==> config.mk <==
export PLATFORM = sky130hd
export DESIGN_NAME = bf_iteration_controller_flat
export DESIGN_NICKNAME = d
export VERILOG_FILES = /design/src/rtl/bf_iteration_controller_if.sv /design/src/rtl/bf_iteration_controller.sv /design/src/flat_wrapper.sv
export SDC_FILE = /design/constraint.sdc
export NUM_CORES = 1
export LEC_CHECK = 0
export CORE_MARGIN = 5
export CORE_UTILIZATION = 45
export DETAILED_ROUTE_END_ITERATION = 7
export GPL_TIMING_DRIVEN = 0
export PLACE_DENSITY = 0.7
export SYNTH_ARGS = -nofsm -noshare
export SYNTH_HDL_FRONTEND = slang
export SYNTH_SLANG_ARGS = --single-unit
==> constraint.sdc <==
create_clock -name clk -period 5.05 [get_ports clk]
set_input_delay 1.01 -clock clk [delete_from_list [all_inputs] [get_ports clk]]
set_output_delay 1.01 -clock clk [all_outputs]
set_load 0.01 [all_outputs]
==> src/rtl/bf_iteration_controller_if.sv <==
// Handshake bundle between the Bellman-Ford iteration controller and its environment.
// The master side is the controller; the slave side is the AGU/PE array and host.
interface bf_iteration_controller_if;
  logic       start;
  logic       relax_changed;
  logic       iteration_done;
  logic       read_enable_cu;
  logic       pre_rollover_phase_counter;
  logic       rollover_phase_counter;
  logic       busy;
  logic       done;
  logic       converged;
  logic [7:0] iteration_count;
  logic       sync_error;

  modport master (
    input  start,
    input  relax_changed,
    input  iteration_done,
    output read_enable_cu,
    output pre_rollover_phase_counter,
    output rollover_phase_counter,
    output busy,
    output done,
    output converged,
    output iteration_count,
    output sync_error
  );

  modport slave (
    output start,
    output relax_changed,
    output iteration_done,
    input  read_enable_cu,
    input  pre_rollover_phase_counter,
    input  rollover_phase_counter,
    input  busy,
    input  done,
    input  converged,
    input  iteration_count,
    input  sync_error
  );
endinterface

==> src/rtl/bf_iteration_controller.sv <==
// Sequencing controller for the 16x16 Bellman-Ford array: drives the column phase
// counter and AGU strobes, counts relaxation sweeps, stops on convergence or the
// iteration cap, and cross-checks its column count against the AGU.
module bf_iteration_controller #(
  parameter int unsigned NUMBER_OF_COLUMNS = 16,
  parameter int unsigned PHASE_LENGTH      = 4,
  parameter int unsigned MAX_ITERATIONS    = 15,
  parameter int unsigned PIPE_DELAY        = 2
) (
  input logic                        clk,
  input logic                        rst_global,
  bf_iteration_controller_if.master  bus
);

  localparam int unsigned PhW       = $clog2(PHASE_LENGTH);
  localparam int unsigned ColW      = (NUMBER_OF_COLUMNS > 1) ? $clog2(NUMBER_OF_COLUMNS) : 1;
  localparam int unsigned DrW       = (PIPE_DELAY > 1) ? $clog2(PIPE_DELAY) : 1;
  localparam int unsigned DrLastInt = (PIPE_DELAY == 0) ? 0 : PIPE_DELAY - 1;

  localparam logic [PhW-1:0]  PhLast  = PhW'(PHASE_LENGTH - 1);
  localparam logic [PhW-1:0]  PhPre   = PhW'(PHASE_LENGTH - 2);
  localparam logic [ColW-1:0] ColLast = ColW'(NUMBER_OF_COLUMNS - 1);
  localparam logic [DrW-1:0]  DrLast  = DrW'(DrLastInt);
  localparam logic [8:0]      MaxIter = 9'(MAX_ITERATIONS);

  typedef enum logic [2:0] {StIdle, StPrime, StRun, StDrain, StDone} state_e;

  state_e          state_q, state_d;
  logic [PhW-1:0]  ph_q, ph_d;
  logic [ColW-1:0] col_q, col_d;
  logic [DrW-1:0]  drain_q, drain_d;
  logic            flag_q, flag_d;
  logic [7:0]      iter_q, iter_d;
  logic            conv_q, conv_d;
  logic            sync_q, sync_d;
  logic            re_q, busy_q, done_q;

  logic in_run, rollover, pre_rollover, sweep_end, eff_changed, cap_hit, stop_run;

  assign in_run       = (state_q == StRun);
  assign rollover     = in_run && (ph_q == PhLast);
  assign pre_rollover = in_run && (ph_q == PhPre);
  assign sweep_end    = rollover && (col_q == ColLast);
  // A change seen in the final rollover cycle still belongs to the current sweep.
  assign eff_changed  = flag_q | bus.relax_changed;
  assign cap_hit      = ({1'b0, iter_q} + 9'd1) == MaxIter;
  assign stop_run     = !eff_changed || cap_hit;

  // State register.
  always_ff @(posedge clk) begin
    if (!rst_global) begin
      state_q <= StIdle;
    end else begin
      state_q <= state_d;
    end
  end

  // Next-state logic.
  always_comb begin
    state_d = state_q;
    unique case (state_q)
      StIdle:  if (bus.start) state_d = StPrime;
      StPrime: state_d = StRun;
      StRun:   if (sweep_end && stop_run) state_d = (PIPE_DELAY == 0) ? StDone : StDrain;
      StDrain: if (drain_q == DrLast) state_d = StDone;
      StDone:  if (bus.start) state_d = StPrime;
      default: state_d = StIdle;
    endcase
  end

  // Counter, flag and status next-state; everything is cleared on entry to PRIME.
  always_comb begin
    ph_d    = ph_q;
    col_d   = col_q;
    flag_d  = flag_q;
    iter_d  = iter_q;
    conv_d  = conv_q;
    sync_d  = sync_q;
    drain_d = drain_q;
    if ((state_d == StPrime) && (state_q != StPrime)) begin
      ph_d    = '0;
      col_d   = '0;
      flag_d  = 1'b0;
      iter_d  = '0;
      conv_d  = 1'b0;
      sync_d  = 1'b0;
      drain_d = '0;
    end else if (in_run) begin
      drain_d = '0;
      flag_d  = eff_changed;
      if (rollover) begin
        ph_d = '0;
        if (sweep_end) begin
          col_d  = '0;
          iter_d = (iter_q == 8'hFF) ? iter_q : iter_q + 8'd1;
          if (!bus.iteration_done) sync_d = 1'b1;
          if (stop_run) begin
            conv_d = !eff_changed;
          end else begin
            flag_d = 1'b0;
          end
        end else begin
          col_d = col_q + 1'b1;
          if (bus.iteration_done) sync_d = 1'b1;
        end
      end else begin
        ph_d = ph_q + 1'b1;
      end
    end else if (state_q == StDrain) begin
      drain_d = drain_q + 1'b1;
    end
  end

  // Datapath and registered-output flops.
  always_ff @(posedge clk) begin
    if (!rst_global) begin
      ph_q    <= '0;
      col_q   <= '0;
      drain_q <= '0;
      flag_q  <= 1'b0;
      iter_q  <= '0;
      conv_q  <= 1'b0;
      sync_q  <= 1'b0;
      re_q    <= 1'b0;
      busy_q  <= 1'b0;
      done_q  <= 1'b0;
    end else begin
      ph_q    <= ph_d;
      col_q   <= col_d;
      drain_q <= drain_d;
      flag_q  <= flag_d;
      iter_q  <= iter_d;
      conv_q  <= conv_d;
      sync_q  <= sync_d;
      re_q    <= (state_d == StPrime);
      busy_q  <= (state_d == StPrime) || (state_d == StRun) || (state_d == StDrain);
      done_q  <= (state_d == StDone);
    end
  end

  // Outputs: phase strobes are combinational from ph, the rest come from flops.
  always_comb begin
    bus.read_enable_cu             = re_q;
    bus.pre_rollover_phase_counter = pre_rollover;
    bus.rollover_phase_counter     = rollover;
    bus.busy                       = busy_q;
    bus.done                       = done_q;
    bus.converged                  = conv_q;
    bus.iteration_count            = iter_q;
    bus.sync_error                 = sync_q;
  end

endmodule

==> src/flat_wrapper.sv <==
// flat-port wrapper written by rule: the top's interface ports become plain ports
module bf_iteration_controller_flat 
#(
  parameter int unsigned NUMBER_OF_COLUMNS = 16,
  parameter int unsigned PHASE_LENGTH      = 4,
  parameter int unsigned MAX_ITERATIONS    = 15,
  parameter int unsigned PIPE_DELAY        = 2
)
  (clk, rst_global, bus_start, bus_relax_changed, bus_iteration_done, bus_read_enable_cu, bus_pre_rollover_phase_counter, bus_rollover_phase_counter, bus_busy, bus_done, bus_converged, bus_iteration_count, bus_sync_error);
  bf_iteration_controller_if bus_i ();
  input logic clk;
  input logic rst_global;
  input wire logic [$bits(bus_i.start)-1:0] bus_start;
  input wire logic [$bits(bus_i.relax_changed)-1:0] bus_relax_changed;
  input wire logic [$bits(bus_i.iteration_done)-1:0] bus_iteration_done;
  output wire logic [$bits(bus_i.read_enable_cu)-1:0] bus_read_enable_cu;
  output wire logic [$bits(bus_i.pre_rollover_phase_counter)-1:0] bus_pre_rollover_phase_counter;
  output wire logic [$bits(bus_i.rollover_phase_counter)-1:0] bus_rollover_phase_counter;
  output wire logic [$bits(bus_i.busy)-1:0] bus_busy;
  output wire logic [$bits(bus_i.done)-1:0] bus_done;
  output wire logic [$bits(bus_i.converged)-1:0] bus_converged;
  output wire logic [$bits(bus_i.iteration_count)-1:0] bus_iteration_count;
  output wire logic [$bits(bus_i.sync_error)-1:0] bus_sync_error;
  assign bus_i.start = bus_start;
  assign bus_i.relax_changed = bus_relax_changed;
  assign bus_i.iteration_done = bus_iteration_done;
  assign bus_read_enable_cu = bus_i.read_enable_cu;
  assign bus_pre_rollover_phase_counter = bus_i.pre_rollover_phase_counter;
  assign bus_rollover_phase_counter = bus_i.rollover_phase_counter;
  assign bus_busy = bus_i.busy;
  assign bus_done = bus_i.done;
  assign bus_converged = bus_i.converged;
  assign bus_iteration_count = bus_i.iteration_count;
  assign bus_sync_error = bus_i.sync_error;
  bf_iteration_controller #(.NUMBER_OF_COLUMNS(NUMBER_OF_COLUMNS), .PHASE_LENGTH(PHASE_LENGTH), .MAX_ITERATIONS(MAX_ITERATIONS), .PIPE_DELAY(PIPE_DELAY)) u_core (.clk(clk), .rst_global(rst_global), .bus(bus_i));
endmodule
======== Word-level counts from Yosys, hierarchy flattened ========
Index checks and enable logic that the tools add are counted.
operators by class
  $add $sub $neg .......................... 5
  bitwise logic cells ..................... 3
  reduce and logical (&&, ||, !) cells .... 18
  mux-type cells .......................... 12
  equality and inequality tests ........... 15
operators by type and width
  kind                                                                      count
  3-bit by 2-bit equality test with 1-bit output (second input constant)    4
  3-bit one-hot mux with 4 select lines                                     1
  4-bit AND reduction                                                       3
  8-bit by 1-bit adder with 9-bit output (second input constant)            1
  9-bit by 4-bit equality test with 1-bit output (second input constant)    1
  3-bit 2-to-1 mux                                                          3
  8-bit by 1-bit adder with 8-bit output (second input constant)            1
  8-bit equality test (second input constant)                               1
  3-bit by 1-bit equality test with 1-bit output (second input constant)    2
  3-bit equality test (second input constant)                               2
  1-bit 2-to-1 mux                                                          6
  1-bit logical AND                                                         5
  4-bit by 1-bit adder with 4-bit output (second input constant)            1
  2-bit equality test (second input constant)                               2
  4-bit equality test (second input constant)                               1
  4-bit 2-to-1 mux                                                          1
  2-bit OR reduction                                                        2
  3-bit zero test                                                           1
  1-bit logical OR                                                          3
  3-bit by 1-bit inequality test with 1-bit output (second input constant)  1
  3-bit OR reduction                                                        1
  2-bit by 1-bit adder with 2-bit output (second input constant)            1
  2-bit 2-to-1 mux                                                          1
  2-bit inequality test (second input constant)                             1
  6 further kinds                                                           7
storage, ports and cells
  input bits .............................. 5
  register bits ........................... 24
  output and inout port bits .............. 15
  logic and storage cells ................. 64

======== Longest topological paths before layout ========
Gate-level depths: netlist of the first run.
  depth in word-level cells ............... 9
  mapped depth ............................ 6
  gate-level depth less buffers ........... 6

======== Least setup slack after synthesis of the first run ========
OpenSTA, ideal clock, no wires.
  path kind ............................... reg2out
  start ................................... reg u_core.state_q[1]
  end ..................................... out bus_pre_rollover_phase_counter
  stages on the path, launching flop included .. 4
  setup slack ............................. 2.935 ns
  arrival time ............................ 1.105 ns
  path buffers ............................ 0
  cells stage by stage .................... dfxtp_1 > or2b_1 > nor2_1 > and2_1
on the way
  longest elaborated chain between the ends .. 2
ends and longest elaborated chain
  element                                         RTL line                       source
  start: declaration                              bf_iteration_controller.sv:28  state_e state_q, state_d;
  start signal: assignment                        bf_iteration_controller.sv:52  state_q <= StIdle;
  start signal: assignment                        bf_iteration_controller.sv:54  state_q <= state_d;
  3-bit by 2-bit equality test with 1-bit output  bf_iteration_controller.sv:40  assign in_run = (state_q == StRun);
  1-bit logical AND                               bf_iteration_controller.sv:42  assign pre_rollover = in_run && (ph_q == PhPre);
  end: declaration                                flat_wrapper.sv:17             output wire logic [$bits(bus_i.pre_rollover_phase_counter)-1:0] bus_pre_rollover_phase_counter;
No other way between the ends.

======== Worst setup path after layout of the first run ========
Same ends and word-level chain as after synthesis.

==> flow_metrics.py, run 1 <==
metrics = {
    "detailed_routing": {
        "viasPerCell": 5.56,
        "dr.pass1.iters": 4,
        "ant_nets": 0,
        "routed_wl_um": 2450,
        "drcViolationCount": 0,
        "wl_per_cell_um": 13.1,
        "vias": 1040,
        "drtIter0Drc": 21,
    },
    "timing": {
        "setup_violations": 0,
        "fin_hold_ws_ns": 0.496,
        "worst_slew_pin_slew_ns": 0.544,
        "rsz0062_at_grt": "no",
        "tns_ns": 0,
        "drv_slew": 0,
        "hold_violations": 0,
        "skew_ns": 0.00994,
        "fin_crit_sh_pct": 60.8,
        "period_minus_slack_ns": 3.07,
        "postLayoutSetupSlackWorst_ns": 1.98,
        "max-slew-margin-rel_pct": 63.8,
        "fmax_mhz": 326,
    },
    "synthesis": {
        "async_reset_ff_share_pct": 0,
        "postSynthCellCount": 134,
        "synthFlopType": "dfxtp_1",
        "ys_ff_latch": 24,
        "syn_nets": 144,
        "synth.yosys.seq_area_share_pct": 40.2,
        "avgSynthCellArea_um2": 8.93,
        "synth_edf_count": 0,
        "yosysWarnings": 0,
        "syn_area_um2": 1200,
        "yosysUniqueCellTypes": 41,
    },
    "placement": {
        "hpwl_um": 1830,
        "port_buffers": 19,
        "place_ws_ns": 2.24,
        "gp_congestion": 0.805,
        "post_dp_cell_area_um2": 1420,
    },
    "floorplanning": {
        "io_pins": 20,
        "rows": 18,
        "die-area_um2": 3790,
        "die_x_um": 61.6,
        "coreArea_um2": 2500,
        "die_y_um": 61.6,
        "start_util_pct": 47.8,
    },
    "setup_path": {
        "crit_path_end_kind": "primary output",
        "startpoint_type": "flip-flop",
        "arrival_ns": 2.06,
        "worstSetupPathType": "flip-flop to primary output",
        "crit_fanout": 7,
        "worstPathRequired_ns": 4.04,
    },
    "clock_network": {
        "post_cts_buffers": 0,
        "clockBufferDepth": 2,
        "cts_made_buffers": 3,
        "cts.sinks": 24,
        "clk_latency_ns": 0.31,
        "clk_pin_slew_ns": 0.13,
        "clockRootBuffer": "clkbuf_4",
        "cts_resized": 0,
        "cts_htree_levels": 1,
        "cts_tree": "done",
        "hold_buffers": 0,
    },
    "job": {
        "maxCapViolCount": 0,
    },
    "power": {
        "p_seq_share_pct": 54.7,
        "swShare_pct": 20.3,
        "internal-power_uw": 286,
        "clock_power_share_pct": 38.0,
        "power_leakage_uw": 0.000507,
        "pwr-share-comb_pct": 7.3,
        "power_switching_uw": 72.9,
        "ir_worst_vdd_v": 0.000240,
        "power_density_nw_per_um2": 243,
    },
    "grt": {
        "track_usage_pct": 14.9,
        "grt_pass1_vias": 985,
        "antenna_found_initial": 0,
        "grt_max_degree": 15,
        "grt_pass1_wl_um": 4240,
        "globalRouteOverflowTotal": 0,
    },
    "worst_hold_path": {
        "hold_class": "flip-flop to flip-flop",
    },
    "finish": {
        "stdcell_area_um2": 1480,
        "n_antenna_cell": 0,
        "fillers": 226,
        "layout-drive-gt1-share_pct": 8.28,
        "final_nets": 168,
        "syn_to_final_growth_pct": 23.4,
    },
    "status": {
        "status": "complete, no violations",
    },
}
-- worst paths after layout --
path	end	depth (start not counted)	startpoint	slack, ns
max	bus_pre_rollover_phase_counter	4	u_core.state_q[1]	1.98
min reg2reg	u_core.bus.sync_error	2	u_core.bus.sync_error	0.50
min	u_core.bus.sync_error	2	u_core.bus.sync_error	0.50
max reg2reg	u_core.bus.converged	5	u_core.bus.iteration_count[0]	2.98
-- power groups by stage --
stage,clock network (uW),logic (uW),registers [uW]
CTS,141,26.6,196
finish,136,26.1,196
global placement,0,25.8,200
detailed placement,0,26.5,201
global route,150,29.4,197
floorplan,0,14.8,201
-- state kept, by name (all words and copies together) (netlist names) --
| signal | cells |
|---|---|
| u_core.col_q | 4 |
| u_core.drain_q | 1 |
| u_core.state_q | 3 |
| u_core.bus.iteration_count | 8 |
| u_core.bus.converged | 1 |
| u_core.bus.sync_error | 1 |
| u_core.flag_q | 1 |
| u_core.bus.done | 1 |
| u_core.ph_q | 2 |
| u_core.bus.read_enable_cu | 1 |
| u_core.bus.busy | 1 |
-- synth_stat cells, types with 2 or more instances --
| cell type | number | area [um2] |
|---|---|---|
| a211oi_1 | 3 | 22.5 |
| a21boi_0 | 4 | 30.0 |
| a21oi_1 | 12 | 60.1 |
| and3_1 | 3 | 18.8 |
| clkbuf_1 | 2 | 7.51 |
| dfxtp_1 | 24 | 480 |
| ha_1 | 5 | 62.6 |
| inv_1 | 5 | 18.8 |
| nand2_1 | 9 | 33.8 |
| nand3_1 | 7 | 35.0 |
| nand3b_1 | 3 | 22.5 |
| nor2_1 | 13 | 48.8 |
| nor3_1 | 2 | 10.0 |
| o211ai_1 | 3 | 22.5 |
| o21a_1 | 2 | 15.0 |
| o21ai_0 | 6 | 30.0 |
| or2b_1 | 2 | 15.0 |
| or3_1 | 4 | 25.0 |
| or4_1 | 2 | 15.0 |
| xnor2_1 | 2 | 17.5 |
-- area by class of cell --
class | count | area, um2 | area share (%)
plain buffers | 3 | 12.5 | 0.847
repair buffers | 19 | 190 | 12.9
flip-flops and latches | 24 | 480 | 32.5
well taps | 30 | 37.5 | 2.54
clock inverters | 1 | 30.0 | 2.03
inverters | 5 | 18.8 | 1.27
multi-input cells | 102 | 684 | 46.4
clock buffers | 3 | 22.5 | 1.53
-- layout by cell type (no fill, tap or decap), types with 3 or more instances in the layout --
cell             netlist  routed
or3_1                  4       4
o211ai_1               3       3
nand2_1                9       9
o21ai_0                6       6
clkbuf_4               0       3
a211oi_1               3       3
a21oi_1               12      12
ha_1                   5       5
nand3_1                7       7
a21boi_0               4       4
nand3b_1               3       3
nor2_1                13      13
clkdlybuf4s50_1        0      19
dfxtp_1               24      24
and3_1                 3       3
inv_1                  5       5
-- layer usage --
metal,global-route usage [%],vias to the layer above,wire length [um]
li1,-,541,-
met1,18.1,478,1200
met2,24.5,17,1110
met3,3.98,4,114
met4,6.36,0,34
met5,0,-,0
-- kinds of logic (layout without fill, tap and decap cells) --
kind of cell / Yosys count / count (layout) / share of synthesized area (%)
mux: 1 / 1 / 0.837
buf+inv: 8 / 31 / 2.62
simple gates: 56 / 56 / 28.3
xor+xnor: 3 / 3 / 2.20
flops: 24 / 24 / 40.2
compound gates: 37 / 37 / 20.6
fa+ha+maj: 5 / 5 / 5.23
-- through the flow --
stage,total power [uW],instances,utilization [%]
finish,359,187,59.1
global route,376,187,59.1
global placement,226,183,57.0
detailed placement,227,183,57.0
CTS,364,187,59.1
floorplan,215,134,-
-- critical path, cell delays in order, from the launching register on --
cell	delay [ns]
dfxtp_1	0.49
or2b_1	0.28
nor2_1	0.28
and2_1	0.17
clkdlybuf4s50_1	0.53
Note: power is estimated with default switching activity, not from simulation.
==> run 2: changes to the inputs <==
==> constraint.sdc (replaced) <==
create_clock -name clk -period 3.2 [get_ports clk]
set_input_delay 0.64 -clock clk [delete_from_list [all_inputs] [get_ports clk]]
set_output_delay 0.64 -clock clk [all_outputs]
set_load 0.01 [all_outputs]
==> results of run 2 <==
The final DEF is identical to that of run 1. Status: complete, no violations.
Main changes from that run: setup slack after placement 2.24 ns -> 0.756 ns; setup slack after layout 1.98 ns -> 0.502 ns; register-to-register setup slack 2.98 ns -> 1.13 ns; total power 359 uW -> 566 uW; worst IR drop on VDD 0.000240 V -> 0.000379 V
==> run 3: changes to the inputs <==
==> constraint.sdc (replaced) <==
create_clock -name clk -period 2.5 [get_ports clk]
set_input_delay 0.5 -clock clk [delete_from_list [all_inputs] [get_ports clk]]
set_output_delay 0.5 -clock clk [all_outputs]
set_load 0.01 [all_outputs]
==> run 3 against run 2 <==
Compared with the run above:
- clock power grew 29%
- clock skew grew 0.0023 ns
- die area is the same
- sequential share of layout area is essentially flat
- flip-flop and latch count is the same
- via count is essentially flat
- cell area grew 0.25%
- sequential power grew 28%
- first-iteration DRC count grew 14%
- wire length shrank 0.12%
- register-to-register slack lost 0.70 ns
- total power grew 29%
==> flow_metrics.py, run 3 (same netlist as run 1, synthesis figures left out) <==
metrics = {
    "power": {
        "p_seq_share_pct": 54.6,
        "power_switching_uw": 150,
        "power_leakage_uw": 0.000505,
        "internal-power_uw": 578,
        "pwr-share-comb_pct": 7.3,
        "clock_power_share_pct": 38.2,
        "ir_worst_vdd_v": 0.000486,
        "swShare_pct": 20.6,
        "power_density_nw_per_um2": 492,
    },
    "finish": {
        "fillers": 229,
        "final_nets": 168,
        "layout-drive-gt1-share_pct": 10.2,
        "n_antenna_cell": 0,
        "syn_to_final_growth_pct": 23.7,
        "final_cell_mix": "dfxtp_1, clkdlybuf4s50_1, nor2_1, a21oi_1, nand2_1",
        "largest_reg_flops": 8,
        "final_common_cell": "dfxtp_1",
    },
    "grt": {
        "antenna_found_initial": 0,
        "globalRouteOverflowTotal": 0,
        "track_usage_pct": 14.9,
        "grt_pass1_vias": 984,
        "grt_max_degree": 15,
        "grt_pass1_wl_um": 4250,
    },
    "clock_network": {
        "clockRootBuffer": "clkbuf_4",
        "cts.sinks": 24,
        "cts_made_buffers": 3,
        "clk_latency_ns": 0.32,
        "post_cts_buffers": 0,
        "cts_htree_levels": 1,
        "hold_buffers": 0,
        "clk_pin_slew_ns": 0.14,
        "clockBufferDepth": 2,
        "cts_tree": "done",
    },
    "timing": {
        "setup_violations": 0,
        "fmax_mhz": 420,
        "fin_hold_ws_ns": 0.498,
        "drv_slew": 0,
        "tns_ns": 0,
        "fin_crit_sh_pct": 95.3,
        "max-slew-margin-rel_pct": 63.3,
        "worst_slew_pin_slew_ns": 0.551,
        "period_minus_slack_ns": 2.38,
        "rsz0062_at_grt": "no",
        "skew_ns": 0.0122,
        "hold_violations": 0,
    },
    "worst_hold_path": {
        "min_path_cells": 2,
        "hold_class": "flip-flop to flip-flop",
    },
    "detailed_routing": {
        "routed_wl_um": 2450,
        "routed.top_layer": "met4",
        "drcViolationCount": 0,
        "ant_nets": 0,
        "wl_per_cell_um": 13.1,
        "vias": 1039,
        "met2_length_um": 1090,
        "m1WireLength_um": 1200,
        "drtIter0Drc": 24,
        "viasPerCell": 5.56,
        "met3_length_um": 109,
        "dr.pass1.iters": 4,
    },
    "setup_path": {
        "timing.critical_path.depth": 4,
        "crit_path_top_delay_cell": "clkdlybuf4s50_1",
        "crit_fanout": 7,
        "startpoint_type": "flip-flop",
        "r2r_slack_ns": 0.43,
        "worstPathRequired_ns": 2.00,
        "arrival_ns": 1.88,
        "critPathTopFamily": "simple AND/OR/NAND/NOR gates",
        "r2r_cells": 5,
        "worstPathCellList": "or2b_1 -> nor2_2 -> and2_1 -> clkdlybuf4s50_1",
        "cp_slowest_stage_delay_ns": 0.52,
        "worstSetupPathType": "flip-flop to primary output",
        "critical_path_buf_inv_count": 1,
        "crit_path_end_kind": "primary output",
    },
    "placement": {
        "gp_congestion": 0.805,
        "port_buffers": 19,
        "hpwl_um": 1830,
    },
    "floorplanning": {
        "die-area_um2": 3790,
        "die_y_um": 61.6,
        "die_x_um": 61.6,
        "start_util_pct": 47.8,
        "rows": 18,
        "io_pins": 20,
        "coreArea_um2": 2500,
    },
    "status": {
        "status": "complete, no violations",
    },
    "job": {
        "maxCapViolCount": 0,
    },
}
==> run 3: layout make-up <==
cell class	instances	area [um2]	share of cell area (%)
multi-input cells	102	687	46.4
flip-flops and latches	24	482	32.5
repair buffers	19	190	12.8
well taps	30	37.5	2.54
clock inverters	1	30.0	2.03
clock buffers	3	22.5	1.52
inverters	5	18.8	1.27
plain buffers	3	12.5	0.845
==> run 3: through the flow <==
step                      instances  utilization [%]  worst slack [ns]  cell area [um2]  power [uW]
final                           187             59.2             0.119             1480         728
after global routing            187             59.2           0.00177             1480         762
after CTS                       187             59.2            0.0135             1480         735
after detailed placement        183             57.0             0.196             1420         459
after global placement          183             57.0             0.242             1420         457
after floorplan                 134                -             0.485             1200         435
==> run 3: what timing repair did <==
item                                    CTS  global route
gates resized for setup                   1             2
pin swaps                                 0             0
gates cloned                              0             0
endpoints found under the setup margin    1             2
==> run 3: worst paths after layout <==
| path | start | to |
|---|---|---|
| worst max-delay path | u_core.state_q[1] | bus_pre_rollover_phase_counter |
| worst min register to register | u_core.bus.sync_error | u_core.bus.sync_error |
| worst max register to register | u_core.bus.iteration_count[0] | u_core.bus.converged |
| worst min-delay path | u_core.bus.sync_error | u_core.bus.sync_error |
==> run 3: tightest hold or removal path: stages, from the launching register on <==
cell,delay (ns)
dfxtp_1,0.36
a21oi_1,0.05
nor2_1,0.07
==> run 3: power groups by stage <==
stage          Combinational [uW]  Clock (uW)  Sequential (uW)
2_1_floorplan                29.8           0              405
3_3_place_gp                 52.2           0              405
3_5_place_dp                 53.6           0              405
4_1_cts                      54.1         284              397
5_1_grt                      60.2         303              398
6_report                     53.1         278              397
==> run 3: layer usage <==
layer,global-route usage (%),up-vias
li1,-,542
met1,18.1,476
met2,24.5,16
met3,3.98,5
met4,6.36,0
met5,0,-
